$ cat config.mk
export PLATFORM = sky130hd
export DESIGN_NAME = peripheral_timer_array_flat
export DESIGN_NICKNAME = d
export VERILOG_FILES = /design/src/rtl/peripheral_timer_pkg.sv /design/src/rtl/peripheral_timer_array_if.sv /design/src/rtl/timer_channel.sv /design/src/rtl/peripheral_timer_array.sv /design/src/flat_wrapper.sv
export SDC_FILE = /design/constraint.sdc
export NUM_CORES = 1
export LEC_CHECK = 0
export CORE_MARGIN = 4
export CORE_UTILIZATION = 50
export DETAILED_ROUTE_END_ITERATION = 8
export PLACE_DENSITY_LB_ADDON = 0.3
export SYNTH_ARGS = -nofsm -noshare
export SYNTH_HDL_FRONTEND = slang
export SYNTH_HIERARCHICAL = 1
export SYNTH_SLANG_ARGS = --single-unit
export TNS_END_PERCENT = 30
$ cat constraint.sdc
create_clock -name clk -period 10.95 [get_ports clk]
set_input_delay 3.285 -clock clk [delete_from_list [all_inputs] [get_ports clk]]
set_output_delay 3.285 -clock clk [all_outputs]
set_load 0.02 [all_outputs]
$ cat src/rtl/peripheral_timer_pkg.sv
// Shared definitions for the multi-channel timer peripheral.
// Holds the counting-mode enum, per-channel register offsets and the bit
// positions of the CONFIG and STATUS registers.
package peripheral_timer_pkg;

    typedef enum logic [1:0] {
        MODE_RELOAD     = 2'b00,
        MODE_ONESHOT    = 2'b01,
        MODE_FREE       = 2'b10,
        MODE_RELOAD_ALT = 2'b11   // behaves exactly like MODE_RELOAD
    } timer_mode_t;

    localparam int REGS_PER_CH = 4;

    // Word offsets inside one channel's register block
    localparam int COUNT_OFS  = 0;
    localparam int RELOAD_OFS = 1;
    localparam int CONFIG_OFS = 2;
    localparam int STATUS_OFS = 3;

    // CONFIG fields
    localparam int CFG_EN_BIT    = 0;
    localparam int CFG_DIR_BIT   = 1;
    localparam int CFG_IRE_BIT   = 2;
    localparam int CFG_MODE_LSB  = 3;
    localparam int CFG_PRESC_LSB = 8;

    // STATUS fields
    localparam int ST_TC_BIT  = 0;
    localparam int ST_OVR_BIT = 1;
    localparam int ST_RUN_BIT = 2;

endpackage

$ cat src/rtl/peripheral_timer_array_if.sv
// Register-bus bundle between a bus master and the timer array.
//   write_en : one-hot word write strobe, index = 4*channel + offset
//   data_in  : write data
//   data_out : live read value of every register word
//   irq_out  : registered interrupt request
interface peripheral_timer_array_if #(
    parameter int REGS = 16
);
    logic [REGS-1:0]       write_en;
    logic [31:0]           data_in;
    logic [REGS-1:0][31:0] data_out;
    logic                  irq_out;

    modport master (output write_en, data_in, input  data_out, irq_out);
    modport slave  (input  write_en, data_in, output data_out, irq_out);
endinterface

$ cat src/rtl/timer_channel.sv
// One timer channel: COUNT/RELOAD/CONFIG/STATUS registers, 8-bit prescaler,
// up/down step with RELOAD / ONESHOT / FREE terminal behaviour and
// write-1-to-clear status flags.
//   clk, reset : clock, synchronous active-low reset
//   we_i       : per-register write strobes (COUNT, RELOAD, CONFIG, STATUS)
//   wdata_i    : write data
//   rdata_o    : zero-extended read value of each register
//   irq_req_o  : tc & ire, unregistered
module timer_channel
    import peripheral_timer_pkg::*;
#(
    parameter int WIDTH = 32
) (
    input  logic                         clk,
    input  logic                         reset,
    input  logic [REGS_PER_CH-1:0]       we_i,
    input  logic [31:0]                  wdata_i,
    output logic [REGS_PER_CH-1:0][31:0] rdata_o,
    output logic                         irq_req_o
);

    localparam logic [WIDTH-1:0] ONE      = WIDTH'(1);
    localparam logic [WIDTH-1:0] ALL_ONES = '1;

    logic [WIDTH-1:0] count_q, count_d;
    logic [WIDTH-1:0] reload_q, reload_d;
    logic             en_q, en_d;
    logic             dir_q, dir_d;
    logic             ire_q, ire_d;
    logic [1:0]       mode_q, mode_d;
    logic [7:0]       presc_q, presc_d;
    logic [7:0]       pcnt_q, pcnt_d;
    logic             tc_q, tc_d;
    logic             ovr_q, ovr_d;

    timer_mode_t      mode_e;
    logic             is_free, is_oneshot;
    logic [WIDTH-1:0] term_val, count_step, load_val;
    logic             at_term, tick, fire, clr_tc;

    assign mode_e     = timer_mode_t'(mode_q);
    assign is_free    = (mode_e == MODE_FREE);
    assign is_oneshot = (mode_e == MODE_ONESHOT);

    // FREE uses the natural wrap point as terminal; the other modes use
    // 0 (down) or RELOAD (up).
    assign term_val   = is_free ? (dir_q ? ALL_ONES : '0)
                                : (dir_q ? reload_q : '0);
    assign at_term    = (count_q == term_val);
    assign count_step = dir_q ? count_q + ONE : count_q - ONE;
    assign load_val   = (is_free || !at_term) ? count_step
                                              : (dir_q ? '0 : reload_q);

    assign tick   = en_q && (pcnt_q == presc_q);
    // A COUNT write in the same cycle overrides the step, so no event.
    assign fire   = tick && at_term && !we_i[COUNT_OFS];
    assign clr_tc = we_i[STATUS_OFS] && wdata_i[ST_TC_BIT];

    always_comb begin
        count_d  = count_q;
        reload_d = reload_q;
        en_d     = en_q;
        dir_d    = dir_q;
        ire_d    = ire_q;
        mode_d   = mode_q;
        presc_d  = presc_q;
        pcnt_d   = pcnt_q;
        tc_d     = tc_q;
        ovr_d    = ovr_q;

        if (en_q) pcnt_d = tick ? 8'd0 : pcnt_q + 8'd1;
        if (tick) count_d = load_val;
        if (fire && is_oneshot) en_d = 1'b0;

        if (we_i[COUNT_OFS])  count_d  = wdata_i[WIDTH-1:0];
        if (we_i[RELOAD_OFS]) reload_d = wdata_i[WIDTH-1:0];

        // CONFIG write beats a one-shot auto-disable and restarts the prescaler
        if (we_i[CONFIG_OFS]) begin
            en_d    = wdata_i[CFG_EN_BIT];
            dir_d   = wdata_i[CFG_DIR_BIT];
            ire_d   = wdata_i[CFG_IRE_BIT];
            mode_d  = wdata_i[CFG_MODE_LSB +: 2];
            presc_d = wdata_i[CFG_PRESC_LSB +: 8];
            pcnt_d  = 8'd0;
        end

        if (clr_tc) tc_d = 1'b0;
        if (we_i[STATUS_OFS] && wdata_i[ST_OVR_BIT]) ovr_d = 1'b0;

        // Set beats clear; a same-cycle clear of tc means this event is
        // not an overrun.
        if (fire) begin
            tc_d = 1'b1;
            if (tc_q && !clr_tc) ovr_d = 1'b1;
        end
    end

    always_ff @(posedge clk) begin
        if (!reset) begin
            count_q  <= '0;
            reload_q <= '0;
            en_q     <= 1'b0;
            dir_q    <= 1'b0;
            ire_q    <= 1'b0;
            mode_q   <= 2'b00;
            presc_q  <= 8'd0;
            pcnt_q   <= 8'd0;
            tc_q     <= 1'b0;
            ovr_q    <= 1'b0;
        end else begin
            count_q  <= count_d;
            reload_q <= reload_d;
            en_q     <= en_d;
            dir_q    <= dir_d;
            ire_q    <= ire_d;
            mode_q   <= mode_d;
            presc_q  <= presc_d;
            pcnt_q   <= pcnt_d;
            tc_q     <= tc_d;
            ovr_q    <= ovr_d;
        end
    end

    always_comb begin
        rdata_o = '0;
        rdata_o[COUNT_OFS][WIDTH-1:0]             = count_q;
        rdata_o[RELOAD_OFS][WIDTH-1:0]            = reload_q;
        rdata_o[CONFIG_OFS][CFG_EN_BIT]           = en_q;
        rdata_o[CONFIG_OFS][CFG_DIR_BIT]          = dir_q;
        rdata_o[CONFIG_OFS][CFG_IRE_BIT]          = ire_q;
        rdata_o[CONFIG_OFS][CFG_MODE_LSB +: 2]    = mode_q;
        rdata_o[CONFIG_OFS][CFG_PRESC_LSB +: 8]   = presc_q;
        rdata_o[STATUS_OFS][ST_TC_BIT]            = tc_q;
        rdata_o[STATUS_OFS][ST_OVR_BIT]           = ovr_q;
        rdata_o[STATUS_OFS][ST_RUN_BIT]           = en_q;
    end

    assign irq_req_o = tc_q & ire_q;

    // Upper write-data bits are deliberately dropped for narrow channels.
    logic unused_wdata;
    assign unused_wdata = ^wdata_i;

endmodule

$ cat src/rtl/peripheral_timer_array.sv
// Multi-channel timer peripheral. Instantiates CHANNELS independent
// timer_channel blocks behind a word-strobed register bus and registers
// the OR of their interrupt requests.
//   clk   : clock
//   reset : synchronous active-low reset
//   bus   : register bus (write_en, data_in, data_out, irq_out)
module peripheral_timer_array
    import peripheral_timer_pkg::*;
#(
    parameter int CHANNELS = 4,
    parameter int WIDTH    = 32
) (
    input  logic                      clk,
    input  logic                      reset,
    peripheral_timer_array_if.slave   bus
);

    logic [CHANNELS-1:0] irq_req;
    logic                irq_q, irq_d;

    for (genvar g = 0; g < CHANNELS; g++) begin : g_ch
        timer_channel #(
            .WIDTH (WIDTH)
        ) u_ch (
            .clk       (clk),
            .reset     (reset),
            .we_i      (bus.write_en[g*REGS_PER_CH +: REGS_PER_CH]),
            .wdata_i   (bus.data_in),
            .rdata_o   (bus.data_out[g*REGS_PER_CH +: REGS_PER_CH]),
            .irq_req_o (irq_req[g])
        );
    end

    assign irq_d = |irq_req;

    always_ff @(posedge clk) begin
        if (!reset) irq_q <= 1'b0;
        else        irq_q <= irq_d;
    end

    assign bus.irq_out = irq_q;

endmodule
$ cat src/flat_wrapper.sv
// flat-port wrapper written by rule: the top's interface ports become plain ports
module peripheral_timer_array_flat import peripheral_timer_pkg::*;
#(
    parameter int CHANNELS = 4,
    parameter int WIDTH    = 32
)
  (clk, reset, bus_write_en, bus_data_in, bus_data_out, bus_irq_out);
  peripheral_timer_array_if bus_i ();
  input  logic clk;
  input  logic reset;
  input wire logic [$bits(bus_i.write_en)-1:0] bus_write_en;
  input wire logic [$bits(bus_i.data_in)-1:0] bus_data_in;
  output wire logic [$bits(bus_i.data_out)-1:0] bus_data_out;
  output wire logic [$bits(bus_i.irq_out)-1:0] bus_irq_out;
  assign bus_i.write_en = bus_write_en;
  assign bus_i.data_in = bus_data_in;
  assign bus_data_out = bus_i.data_out;
  assign bus_irq_out = bus_i.irq_out;
  peripheral_timer_array #(.CHANNELS(CHANNELS), .WIDTH(WIDTH)) u_core (.clk(clk), .reset(reset), .bus(bus_i));
endmodule
Word level (Yosys, flattened, before mapping)
Cells that the tools add are included.

Logic and storage cells: 199. Register bits after elaboration: 349.

$add $sub $neg: 12. Eq/ne operators: 16. Mux-type cells: 64. Bitwise gates (word level): 5. Reductions and logical operators: 61.

Operator list (count): two-way mux 32 bit (32); adder 32 x 1 -> 32 bit (second input constant) (4); == test 32 bit (4); subtractor 32 x 1 -> 32 bit (second input constant) (4); adder 8 x 1 -> 8 bit (second input constant) (4); == test 8 bit (4); two-way mux 8 bit (4); logical AND 1 bit (28); two-way mux 1 bit (28); nonzero test 2 bit (12); zero test 1 bit (12); == test 2 x 1 -> 1 bit (second input constant) (4); == test 2 bit (second input constant) (4); OR reduction 2 bit (4); AND 1 bit (4); logical OR 1 bit (4); OR reduction 4 bit (1); NOT 1 bit (1).

Depth between registers and ports, before layout
Depth after elaboration: 8. Gate-level depth with buffers: 15. Mapped depth without buffers: 11.

Cells and area by module
The synthesis kept the hierarchy.

By module, submodules not included: timer_channel at u_core.g_ch[1].u_ch ... (cells each 921, area an instance 7195.7 um^2, times used 3); timer_channel at u_core.g_ch[0].u_ch (cells each 890, area an instance 6974.2 um^2, times used 1); peripheral_timer_array (cells each 2, area an instance 31.3 um^2, times used 1).

Worst setup path before layout
Ideal clock, no wire load.

Path kind: register -> register. From: reg u_core.g_ch[1].u_ch.dir_q. To: reg u_core.g_ch[1].u_ch.count_q[28]. Path buffers: 4. Slack: 6.331 ns. Arrival time: 4.533 ns. Data required time: 10.864 ns. Stages on the path, launching flop included: 16. Setup time: 0.086 ns. Cells stage by stage: dfxtp_1 -> buf_2 -> clkinv_1 -> clkbuf_1 -> clkbuf_1 -> buf_1 -> ha_1 -> a21oi_1 -> o21ai_0 -> a21boi_0 -> a2111oi_0 -> o311ai_0 -> a21oi_1 -> o21ai_0 -> or3b_2 -> a211oi_1.

Longest elaborated chain between the ends: 8.

RTL lines: from (decl) (line timer_channel.sv:28) `logic dir_q, dir_d;`; from (signal assigned) (line timer_channel.sv:115) `dir_q <= dir_d;`; two-way mux 32 bit (on tied branches) (line timer_channel.sv:48, timer_channel.sv:47); two-way mux 32 bit (line timer_channel.sv:47) `assign term_val = is_free ? (dir_q ? ALL_ONES : '0)`; == test 32 bit (line timer_channel.sv:49) `assign at_term = (count_q == term_val);`; zero test 1 bit (line timer_channel.sv:51) `assign load_val = (is_free || !at_term) ? count_step`; logical OR 1 bit (line timer_channel.sv:51); two-way mux 32 bit * (line timer_channel.sv:51); two-way mux 32 bit * (line timer_channel.sv:72) `if (tick) count_d = load_val;`; two-way mux 32 bit * (line timer_channel.sv:75) `if (we_i[COUNT_OFS]) count_d = wdata_i[WIDTH-1:0];`; to (signal assigned) (line timer_channel.sv:112) `count_q <= count_d;`; to (decl) (line timer_channel.sv:25) `logic [WIDTH-1:0] count_q, count_d;`.

Every way passes the cells marked *; elsewhere a longest branch is shown, timed or not. The select of a mux whose other input is x is not followed. A chain may end at the register's enable or synchronous reset.

Worst setup path in the final report
From: reg u_core.g_ch[2].u_ch.dir_q. To: out bus_data_out[321].

RTL lines: from (decl) (line timer_channel.sv:28); from (signal assigned) (line timer_channel.sv:115); to (decl) (line flat_wrapper.sv:13) `output wire logic [$bits(bus_i.data_out)-1:0] bus_data_out;`.

No word-level cell between the ends.

==> report_table.html <==
<table>
<tr><th>Metric</th><th>Value</th></tr>
<tr><th colspan="2">Run status</th></tr>
<tr><td>Outcome</td><td>completed</td></tr>
<tr><th colspan="2">Yosys</th></tr>
<tr><td>Post-synth cell types</td><td>80</td></tr>
<tr><td>Area of the mapped netlist</td><td>28590 um^2</td></tr>
<tr><td>Yosys top cell area share</td><td>about a quarter</td></tr>
<tr><td>Synth async-reset ratio</td><td>0%</td></tr>
<tr><td>Avg Inst Size Synth</td><td>7.823 um^2</td></tr>
<tr><td>EDFF count, synth</td><td>0</td></tr>
<tr><td>Cells after synthesis</td><td>3655</td></tr>
<tr><td>Most area-consuming cells after synthesis</td><td>dfxtp_1 (24%), mux2i_1 (7.2%), buf_4 (5.8%), ha_1 (5.4%), nor2b_1 (4.8%)</td></tr>
<tr><td>Share of synthesized area occupied by flip-flops and latches</td><td>approximately a quarter</td></tr>
<tr><td>Count of state elements after synthesis</td><td>between 300 and 400</td></tr>
<tr><td>Top_reg_cell synth</td><td>dfxtp_1</td></tr>
<tr><td>Leading area contributor after synthesis</td><td>dfxtp_1</td></tr>
<tr><td>Synth warnings</td><td>6</td></tr>
<tr><th colspan="2">Timing</th></tr>
<tr><td>Ratio of final minimum period to clock period</td><td>between 40% and 50%</td></tr>
<tr><td>Max-Slew Margin vs Limit</td><td>13.57%</td></tr>
<tr><td>Setup TNS</td><td>0 ps</td></tr>
<tr><td>Period minus WS final</td><td>between 5000 and 6000 ps</td></tr>
<tr><td>Worst Setup Slack, final</td><td>5590 ps</td></tr>
<tr><td>Final Hold Fails</td><td>0</td></tr>
<tr><td>Achievable Freq</td><td>around 190 MHz</td></tr>
<tr><td>Number of slew-limit violations in the final report</td><td>0</td></tr>
<tr><td>Transition time of the tightest slew-check pin</td><td>roughly 1300 ps</td></tr>
<tr><td>Unrepaired setup endpoints after global routing</td><td>false</td></tr>
<tr><td>Final-report setup violation count</td><td>0</td></tr>
<tr><td>Post-Route Skew</td><td>around 25 ps</td></tr>
<tr><th colspan="2">Placed design</th></tr>
<tr><td>Port Buf Inserts</td><td>370</td></tr>
<tr><td>Setup Slack @ Placement</td><td>approximately 5200 ps</td></tr>
<tr><td>Placer congestion estimate</td><td>around 1</td></tr>
<tr><td>Estimated wirelength of the detail-placed design</td><td>roughly 73000 um</td></tr>
<tr><td># placed instances</td><td>4571</td></tr>
<tr><th colspan="2">Clock network</th></tr>
<tr><td>Clock root buffer master</td><td>clkbuf_16</td></tr>
<tr><td>Cts repair resizes</td><td>0</td></tr>
<tr><td>Clock slew at reported path FFs</td><td>around 60 ps</td></tr>
<tr><td>H-tree level count</td><td>2</td></tr>
<tr><td>Setup repair bufs after CTS</td><td>0</td></tr>
<tr><td>Clk_lat worst skew</td><td>580 ps</td></tr>
<tr><td>Clock buffer count from CTS</td><td>just over 40</td></tr>
<tr><td>TritonCTS clock tree</td><td>done</td></tr>
<tr><td>Cts-stage hold buffer count</td><td>0</td></tr>
<tr><td>Clock buffer depth</td><td>3</td></tr>
<tr><td>Num Clock Sinks</td><td>around 350</td></tr>
<tr><th colspan="2">GRT</th></tr>
<tr><td>Wire length of the first global-routing pass</td><td>between 150000 and 200000 um</td></tr>
<tr><td>Combined global-route utilization of all metal layers</td><td>33.25%</td></tr>
<tr><td>Maximum number of pins on one net before global-route repair</td><td>around 170</td></tr>
<tr><td>Via count of the first global-routing pass</td><td>~26000</td></tr>
<tr><td>Number of antenna violations at the first check in global routing</td><td>1</td></tr>
<tr><td>Remaining global-route overflow</td><td>0</td></tr>
<tr><th colspan="2">Worst setup path</th></tr>
<tr><td>Worst-path maximum fanout</td><td>44</td></tr>
<tr><td>Largest stage delay, worst path</td><td>710 ps</td></tr>
<tr><td>Kind of critical path</td><td>reg -&gt; out</td></tr>
<tr><td>Kind of end point of the critical path</td><td>output port</td></tr>
<tr><td>Worst EP required</td><td>7670 ps</td></tr>
<tr><td>Depth of the most critical reg-to-reg path</td><td>9</td></tr>
<tr><td>FF-to-FF setup slack</td><td>between 5000 and 6000 ps</td></tr>
<tr><td>Reg2reg end</td><td>u_core/g_ch[1].u_ch/count_q[3]</td></tr>
<tr><td>Highest-delay cell along the critical path</td><td>clkdlybuf4s50_1</td></tr>
<tr><td>Data arrival time of the critical path</td><td>about 2100 ps</td></tr>
<tr><td>Critical Path, Cell by Cell</td><td>buf_4 &gt; clkdlybuf4s50_1</td></tr>
<tr><td>R2R Path Start</td><td>u_core/g_ch[1].u_ch/mode_e[1]</td></tr>
<tr><td>Critical path startpoint category</td><td>flop</td></tr>
<tr><th colspan="2">Layout</th></tr>
<tr><td>Number of nets in the finished design</td><td>~4000</td></tr>
<tr><td>Total area of multi-input combinational cells</td><td>just under 20000 um^2</td></tr>
<tr><td>Most frequent cells in the layout</td><td>clkdlybuf4s50_1 (365), dfxtp_1 (349), nand2_1 (270)</td></tr>
<tr><td>Filler-free cell count of the finished design</td><td>4643</td></tr>
<tr><td>Footprint of the flip-flops and latches</td><td>approximately 7000 um^2</td></tr>
<tr><td>Final core utilization</td><td>between 50 and 60%</td></tr>
<tr><td>Filler Cells Inserted</td><td>between 5000 and 6000</td></tr>
<tr><td>Most common cell after layout, fill and taps aside</td><td>clkdlybuf4s50_1</td></tr>
<tr><td>Area added between synthesis and finish</td><td>16.02%</td></tr>
<tr><td>Fraction of final layout cells with drive strength greater than 1</td><td>just under 5%</td></tr>
<tr><th colspan="2">Routing</th></tr>
<tr><td>Number of nets with antenna violations after routing</td><td>0</td></tr>
<tr><td>Iteration count of the initial detailed-routing pass</td><td>8</td></tr>
<tr><td>DRC violations left</td><td>0</td></tr>
<tr><td>Number of design-rule violations left by the first detailed-router iteration</td><td>~3800</td></tr>
<tr><td>Drt wl/cell</td><td>23.35 um</td></tr>
<tr><td>Via count of the routed design</td><td>about 29000</td></tr>
<tr><td>Detail-routed via count per cell</td><td>6.295</td></tr>
<tr><td>Aggregate routed wire length</td><td>~110000 um</td></tr>
<tr><th colspan="2">Power</th></tr>
<tr><td>Leakage</td><td>12.79 nW</td></tr>
<tr><td>Worst VDD drop</td><td>about 0.13 mV</td></tr>
<tr><td>Pwr Total</td><td>around 4.5 mW</td></tr>
<tr><td>Total power divided by cell area</td><td>135.8 nW/um^2</td></tr>
<tr><th colspan="2">Floorplan</th></tr>
<tr><td>Area of the core</td><td>roughly 56000 um^2</td></tr>
<tr><td>Io pins</td><td>between 500 and 600</td></tr>
<tr><td>Initial Utilization</td><td>between 50% and 60%</td></tr>
<tr><td>Total number of placement rows</td><td>87</td></tr>
<tr><td>Full die area</td><td>between 60000 and 70000 um^2</td></tr>
<tr><td>Vertical die dimension</td><td>247.1 um</td></tr>
<tr><td>Die Wd</td><td>247.1 um</td></tr>
<tr><th colspan="2">Run</th></tr>
<tr><td>Max-cap violations</td><td>0</td></tr>
<tr><th colspan="2">Worst hold path</th></tr>
<tr><td>Worst hold path cell count</td><td>2</td></tr>
<tr><td>Worst hold endpoint</td><td>u_core/g_ch[1].u_ch/tc_q</td></tr>
<tr><td>Path class of the lowest-slack min-delay path</td><td>reg -&gt; reg</td></tr>
<tr><td>Hold Path Origin</td><td>u_core/g_ch[1].u_ch/tc_q</td></tr>
</table>
cells in the mapped netlist (all sizes together) (37+ instances only):
master / number
a31oi: 55
a32o: 55
o31ai: 62
nor4: 55
clkbuf: 155
buf: 285
o21ai: 234
mux2i: 205
o31a: 37
a311oi: 61
dfxtp: 349
inv: 80
nor2b: 221
xor2: 67
nor2: 248
xnor2: 94
o311ai: 44
a21oi: 179
nand3: 85
nand2: 270
nand4: 56
ha: 124
nor3: 125
a21o: 58
per-stage QoR:
step,instance area (um^2),hold slack (ps)
finish,33170,517.7
global route,33170,558.0
CTS,33170,518.8
detailed placement,31710,509.5
global placement,31710,504.4
floorplan,29300,468.6
worst max-delay path, delay by kind of cell (launching register included):
family | cells | cell delay, ps
buf+inv | 2 | 1170
flops | 1 | 340
area by class of cell:
type | count | area share [%]
Antenna cell | 1 | 0.007544
Clock buffer | 57 | 3.795
Clock inverter | 14 | 0.6148
Inverter | 84 | 0.9505
Multi-Input combinational cell | 2970 | 58.61
Sequential cell | 349 | 21.06
Tap cell | 756 | 2.852
Timing Repair Buffer | 412 | 12.11
worst max path at each step:
stage / start / endpoint / slack [ps] / cells past startpoint
floorplan: u_core/g_ch[1].u_ch/dir_q / u_core/g_ch[1].u_ch/count_q[28] / 6330 / 15
global placement: reset / u_core/g_ch[1].u_ch/count_q[25] / 5220 / 6
detailed placement: reset / u_core/g_ch[1].u_ch/count_q[25] / 5220 / 6
CTS: u_core/g_ch[1].u_ch/dir_q / bus_data_out[193] / 5580 / 2
global route: u_core/g_ch[1].u_ch/mode_e[1] / u_core/g_ch[1].u_ch/count_q[3] / 5520 / 9
finish: u_core/g_ch[2].u_ch/dir_q / bus_data_out[321] / 5590 / 2
flip-flops by register name (all words and copies together) (netlist names), 4 cells and up:
name	flops
u_core/g_ch.u_ch/dir_q	4
u_core/g_ch.u_ch/presc_q	32
u_core/g_ch.u_ch/ire_q	4
u_core/g_ch.u_ch/mode_e	8
u_core/g_ch.u_ch/reload_q	128
u_core/g_ch.u_ch/en_q	4
u_core/g_ch.u_ch/ovr_q	4
u_core/g_ch.u_ch/tc_q	4
u_core/g_ch.u_ch/pcnt_q	32
u_core/g_ch.u_ch/count_q	128
routing by layer:
layer  global-route usage, %  vias up  part of all wire (%)
met5                       0        -                     0
met4                   15.37        0                   5.1
met3                   7.146      299                    11
met2                   51.28     1754                    44
met1                   44.40    13690                    40
li1                        -    13490                     -
cells by family after synthesis:
logic type	Yosys count	synth area share, %
AOI/OAI and AO/OA	1028	24.66
xor gates and xnor gates	161	4.932
adders and majority gates	128	5.706
buffers and inverters	524	10.19
DFF	349	24.44
muxes	206	7.216
other	4	0.05250
and+or+nand+nor	1255	22.81
power by group:
part           switching, mW  internal (mW)  total (mW)
combinational          0.896          0.604        1.50
sequential             0.156           1.34        1.50
clock                  0.589          0.916        1.50
total                   1.64           2.86        4.50
No activity file was read; power rests on OpenSTA's default activity.
